## src/rtl/tri_unpack.sv

```systemverilog
// tri_unpack -- assembles six packed 32-bit words into one triangle.
//
// Each triangle arrives as six words. Words 0..4 are held in an assembly
// buffer. Word 5 loads the output register together with the buffer.
// Because of this double buffering, the next triangle can start
// arriving while the current one waits for the bisect stage.
//
// Ports
//   clk         rising-edge clock
//   n_rst       asynchronous reset, active-high (1 = reset)
//   clear       synchronous flush, active-high, takes priority over traffic
//   word_in     packed triangle word
//   word_valid  word_in is valid
//   word_ready  word is accepted this cycle (registered state only)
//   tri_out     assembled vertices p, q, r (16-bit x, y, z each)
//   color_r/g/b triangle colour
//   tri_valid   tri_out / colour valid for the bisect stage
//   tri_ready   bisect stage consumes the triangle this cycle
//   tri_count   delivered triangles, modulo 2^CNT_W

package tri_unpack_pkg;
   typedef struct packed {
      logic [15:0] x;
      logic [15:0] y;
      logic [15:0] z;
   } vertex_t;

   typedef struct packed {
      vertex_t p;
      vertex_t q;
      vertex_t r;
   } Triangle3D;
endpackage

module tri_unpack
   import tri_unpack_pkg::*;
#(
   parameter int unsigned CNT_W = 16
) (
   input  logic             clk,
   input  logic             n_rst,
   input  logic             clear,
   input  logic [31:0]      word_in,
   input  logic             word_valid,
   output logic             word_ready,
   output Triangle3D        tri_out,
   output logic [7:0]       color_r,
   output logic [7:0]       color_g,
   output logic [7:0]       color_b,
   output logic             tri_valid,
   input  logic             tri_ready,
   output logic [CNT_W-1:0] tri_count
);

   localparam logic [2:0] LAST_IDX = 3'd5;

   logic [2:0]  word_idx;
   logic [31:0] asm_buf [0:4];
   logic        accept;
   logic        consume;

   // Word 5 cannot be taken while the output register is still occupied.
   // Since this is the only stall, a load and a consume never share an edge.
   always_comb begin
      word_ready = !clear && !((word_idx == LAST_IDX) && tri_valid);
      accept     = word_valid && word_ready;
      consume    = tri_valid && tri_ready;
   end

   always_ff @(posedge clk or posedge n_rst) begin
      if (n_rst) begin
         word_idx  <= '0;
         tri_valid <= 1'b0;
         tri_count <= '0;
         for (int unsigned i = 0; i < 5; i++) begin
            asm_buf[i] <= '0;
         end
         tri_out   <= '0;
         color_r   <= '0;
         color_g   <= '0;
         color_b   <= '0;
      end else if (clear) begin
         word_idx  <= '0;
         tri_valid <= 1'b0;
         tri_count <= '0;
      end else begin
         if (consume) begin
            tri_valid <= 1'b0;
            tri_count <= tri_count + CNT_W'(1);
         end
         if (accept) begin
            if (word_idx == LAST_IDX) begin
               word_idx    <= '0;
               tri_valid   <= 1'b1;
               tri_out.p.x <= asm_buf[0][15:0];
               tri_out.p.y <= asm_buf[0][31:16];
               tri_out.p.z <= asm_buf[1][15:0];
               tri_out.q.x <= asm_buf[1][31:16];
               tri_out.q.y <= asm_buf[2][15:0];
               tri_out.q.z <= asm_buf[2][31:16];
               tri_out.r.x <= asm_buf[3][15:0];
               tri_out.r.y <= asm_buf[3][31:16];
               tri_out.r.z <= asm_buf[4][15:0];
               color_r     <= asm_buf[4][23:16];
               color_g     <= asm_buf[4][31:24];
               color_b     <= word_in[7:0];
            end else begin
               asm_buf[word_idx] <= word_in;
               word_idx          <= word_idx + 3'd1;
            end
         end
      end
   end

endmodule

```

## config.mk

```make
export PLATFORM = sky130hd
export DESIGN_NAME = tri_unpack
export DESIGN_NICKNAME = d
export VERILOG_FILES = /design/src/rtl/tri_unpack.sv
export SDC_FILE = /design/constraint.sdc
export NUM_CORES = 1
export LEC_CHECK = 0
export ABC_CLOCK_PERIOD_IN_PS = 14240
export BUFFER_PORTS_ARGS = -buffer_cell sky130_fd_sc_hd__buf_2
export CAP_MARGIN = 20
export CORE_MARGIN = 2
export CORE_UTILIZATION = 50
export CTS_CLUSTER_DIAMETER = 40
export DETAILED_ROUTE_END_ITERATION = 8
export PLACE_DENSITY = 0.75
export SYNTH_ARGS = -nofsm -noshare
export SYNTH_HDL_FRONTEND = slang
export SYNTH_SLANG_ARGS = --single-unit
```

## constraint.sdc

```tcl
create_clock -name clk -period 14.24 [get_ports clk]
set_input_delay 4.272 -clock clk [delete_from_list [all_inputs] [get_ports clk]]
set_output_delay 4.272 -clock clk [all_outputs]
set_load 0.01 [all_outputs]
```

### Word level (Yosys, flattened, before mapping)

Index checks and enable logic that the tools add are counted.

* bits in registers: 348
* bits in latches: 0
* bits in writable memories: 0
* memory bits (read-only): 0
* input bits: 37
* output and inout port bits: 186
* logic and storage cells: 51
* memories: 0

* add/sub/neg operators: 2
* $mul: 0
* divide/modulo/power cells: 0
* $lt $le $gt $ge: 2
* equality and inequality tests: 1
* shift-type cells: 0
* mux-type cells: 12
* bitwise logic cells: 3
* reduce and logical (&&, ||, !) cells: 11

Operators with widths (count)
* bitwise mux 160 bit: 1
* demux 32 bit (select 3 bit): 1
* two-way mux 16 bit: 2
* two-way mux 32 bit: 1
* adder 16 x 1 -> 16 bit (second input constant): 1
* two-way mux 3 bit: 3
* AND reduction 3 bit: 2
* logical AND 1 bit: 5
* >= comparator 4 bit (second input constant): 1
* less-than comparator 4 x 1 -> 1 bit (second input constant): 1
* two-way mux 1 bit: 4
* inverter 3 -> 4 bit: 1
* nonzero test 2 bit: 2
* adder 3 x 1 -> 3 bit (second input constant): 1
* == test 3 bit (second input constant): 1
* logical NOT 1 bit: 2
* inverter 1 bit: 2

### Logic depth before layout (Yosys ltp)

* depth after elaboration: 7
* depth in mapped cells: 6
* mapped depth without buffers: 5

### Worst setup path before layout

No wires, ideal clock.

* kind: input-to-output
* start point: in clear
* end point: out word_ready
* arrival: 4.671 ns
* required time: 9.968 ns
* path slack: 5.297 ns
* cell stages on the path: 2
* path buffers: 1
* cell sequence: clkbuf_1 > a21oi_1

* longest elaborated chain between the ends: 2

Ends and longest elaborated chain
* from (decl): RTL line 42 `input logic clear,`
* logical NOT 1 bit: RTL line 65 `word_ready = !clear && !((word_idx == LAST_IDX) && tri_valid);`
* logical AND 1 bit: RTL line 65
* to (decl): RTL line 45 `output logic word_ready,`

No other way between the ends.

### Worst setup path in the final report

Ends and elaborated chain as after synthesis.

==> impl_results.md <==
- Initial antenna violation count: 2
- Layout area overhead: 24.09%
- Seq pwr share: between 40% and 50%
- Largest net degree at the start of global routing: 114
- HPWL Detailed: ~16 mm
- Total global-route track usage: 19.91%
- CP max stage cell: buf_2
- Critical Path Most Common Cell: buf_2
- Placed cells: ~1300
- Clock share of power: 48.6%
- Worst-Margin Slew: 1.070 ns
- Setup TNS: 0 ns
- Number of global-route vias before repair: 7888
- Max-Slew Margin vs Limit: between 20 and 30%
- Grt ovf: 0
- Max-Cap Viols: 0
- Switching fraction of total power: between 20% and 30%
- Gpl congestion: 0.7337
- CP arrival: 4.92 ns
- Num Clock Sinks: 348
- Peak VDD IR: 106.4 µV
- # IOs: approximately 220
- Cell taking the most area after synthesis: dfrtp_1
- First-iteration detailed-routing DRC count: 355
- Hold WC Path Type: reg -> reg
- Critical-path cell list: buf_2 > a21oi_1 > buf_2
- Maximum clock path buffer count: 3
- Rows: 59
- Non-filler cells, final: 1417
- Mapped Area: 13140 µm²
- Slowest stage delay, CP: 0.37 ns
- Synth warnings: 0
- # setup viols final: 0
- Yosys cell types: 33
- Final period utilization: 64.52%
- CTS Hold Bufs: 0
- Synth cell count leaders: dfrtp_1 (348), mux2_2 (255), mux2_1 (73), buf_2 (31), nor2_1 (17)
- Crit Path Class: in -> out
- CP endpoint kind: output pin
- Worst-path fanout max: 26
- Sequential-to-total area share from yosys stat: 66.27%
- Total CTS buffers: between 40 and 50
- Mean routed wirelength per cell: between 15 and 20 µm
- NetSw: 551.7 µW
- Die Span Y: 166.1 µm
- Top FF cell, synth: dfrtp_1
- Mapped Avg Cell Area: 16.32 µm²
- Worst-Skew Late Latency: between 0.5 and 0.6 ns
- Final wirelength: 26.92 mm
- DIE WIDTH: 166.1 µm
- PortBufs: 222
- Pwr Density: between 150 and 200 nW/µm²
- Top-area cell type share of the netlist area: 66.27%
- Async S/R FF share, synth: 100.0%
- # H-tree levels: 2
- Routed via count: 7478
- Worst hold stages: 1
- Die area: 27600 µm²
- Post-synth net total: 843
- Clock Skew: 0.01127 ns
- Fmax: 108.8 MHz
- Count leader, synth: dfrtp_1
- R2R depth: 5
- Leakage: 8.723 nW
- Fin nets: 1083
- Clock root cell: clkbuf_16
- Status: finished, final reports clean
- Core ar.: about 26000 µm²
- Final Hold Viols: 0
- Reg clk slew, reported paths: 0.06 ns
- Proportion of power drawn by combinational gates: under 10%
- Max-slew violations: 0
- First-pass GRT wire length: between 40 and 50 mm
- Share of cells above drive strength 1: 53.47%
- Synth Instances: 805
- Vias per cell: 5.277
- Crit start category: input port
- CP required: 9.97 ns
- RSZ-0062 raised after global routing: false
- Min cycle time layout: 9.187 ns
- Iteration count of the initial detailed-routing pass: 4
- Number of synthesized flops with an enable pin: 0
- Top cells by area, synth: dfrtp_1 (66%), mux2_2 (22%), mux2_1 (6.3%), buf_2 (1.2%), nor2_1 (0.49%)
- Initial Util: roughly 51%
- TritonCTS clock tree: done
- Internal: ~2.0 mW
- Post-CTS setup repair buffer count: 0
- Yosys reg bits: 348
- Routed Antenna Nets: 0
- DRC Markers: 0
- # resized after CTS: 0
-- path summary, 6_finish.rpt --
check,slack (ns),startpoint,endpoint
min,0.48,asm_buf[87],asm_buf[87]
max reg2reg,10.77,word_idx[0],tri_out[49]
min reg2reg,0.48,asm_buf[87],asm_buf[87]
max,5.05,clear,word_ready
min in group asynchronous,3.86,n_rst,color_b[6]
max in group asynchronous,8.88,n_rst,asm_buf[108]
-- area by class of cell --
| cell class | count | area (µm²) |
|---|---|---|
| timing repair buffer | 233 | 1234 |
| multi-input combinational | 416 | 4248 |
| fill | 1934 | 9604 |
| clock buffer | 52 | 1222 |
| tap | 335 | 419.2 |
| inverter | 2 | 15.01 |
| clock inverter | 30 | 457.9 |
| antenna | 1 | 2.502 |
| sequential | 348 | 8708 |
-- sequential cells by signal (all words and copies together), names as in the netlist --
register	flops
color_r	8
word_idx	3
tri_out	144
tri_count	16
color_b	8
asm_buf	160
tri_valid	1
color_g	8
-- through the flow --
stage	hold WS, ns	setup slack, ns	cell area (µm²)	total power [mW]	utilization [%]
global placement	0.4569	5.061	14570	1.309	56.23
global route	0.4986	4.991	16310	2.637	62.93
floorplan	0.4503	0.3179	13140	1.264	-
detailed placement	0.4701	5.051	14570	1.322	56.23
CTS	0.4828	5.042	16250	2.566	62.71
finish	0.4785	5.053	16310	2.537	62.93
-- layout by cell type (no fill, tap or decap), types with 4 or more instances in the layout --
cell type   instances
dfrtp_1           348
mux2_2            255
buf_2             222
mux2_1             73
clkbuf_16          45
nor2_1             16
bufinv_16          10
buf_4               9
nand4_1             8
a21oi_1             8
xor2_1              7
clkbuf_8            7
nand2_1             6
clkinv_2            6
clkinv_4            5
and2_1              4
xnor2_1             4
clkinvlp_4          4
-- metal layers --
metal,part of all wire (%),GRT usage (%)
met5,0,0
met3,7.3,5.982
met1,44,27.03
met2,47,31.91
met4,1.3,4.650
-- critical path: cells and delay by family --
| kind | cells | cell delay [ns] |
|---|---|---|
| compound gates | 1 | 0.11 |
| buf+inv | 2 | 0.53 |
-- power groups by stage --
stage          clock network, mW  registers, mW  logic (mW)
2_1_floorplan                  0           1.15       0.112
3_3_place_gp                   0           1.16       0.153
3_5_place_dp                   0           1.16       0.160
4_1_cts                     1.26           1.15       0.162
5_1_grt                     1.30           1.16       0.177
6_report                    1.23           1.14       0.159
-- logic make-up (layout without fill, tap and decap cells) --
family          count (synthesis)  in the layout  share of synthesized area, %
mux                           329            329                         28.18
flops                         348            348                         66.27
buf+inv                        41            317                         1.581
other cells                     0              1                             0
fa+ha+maj                       1              1                       0.09520
simple gates                   60             60                         2.485
compound gates                 15             15                        0.6570
xor+xnor                       11             11                        0.7331
Note: power is estimated with default switching activity, not from simulation.
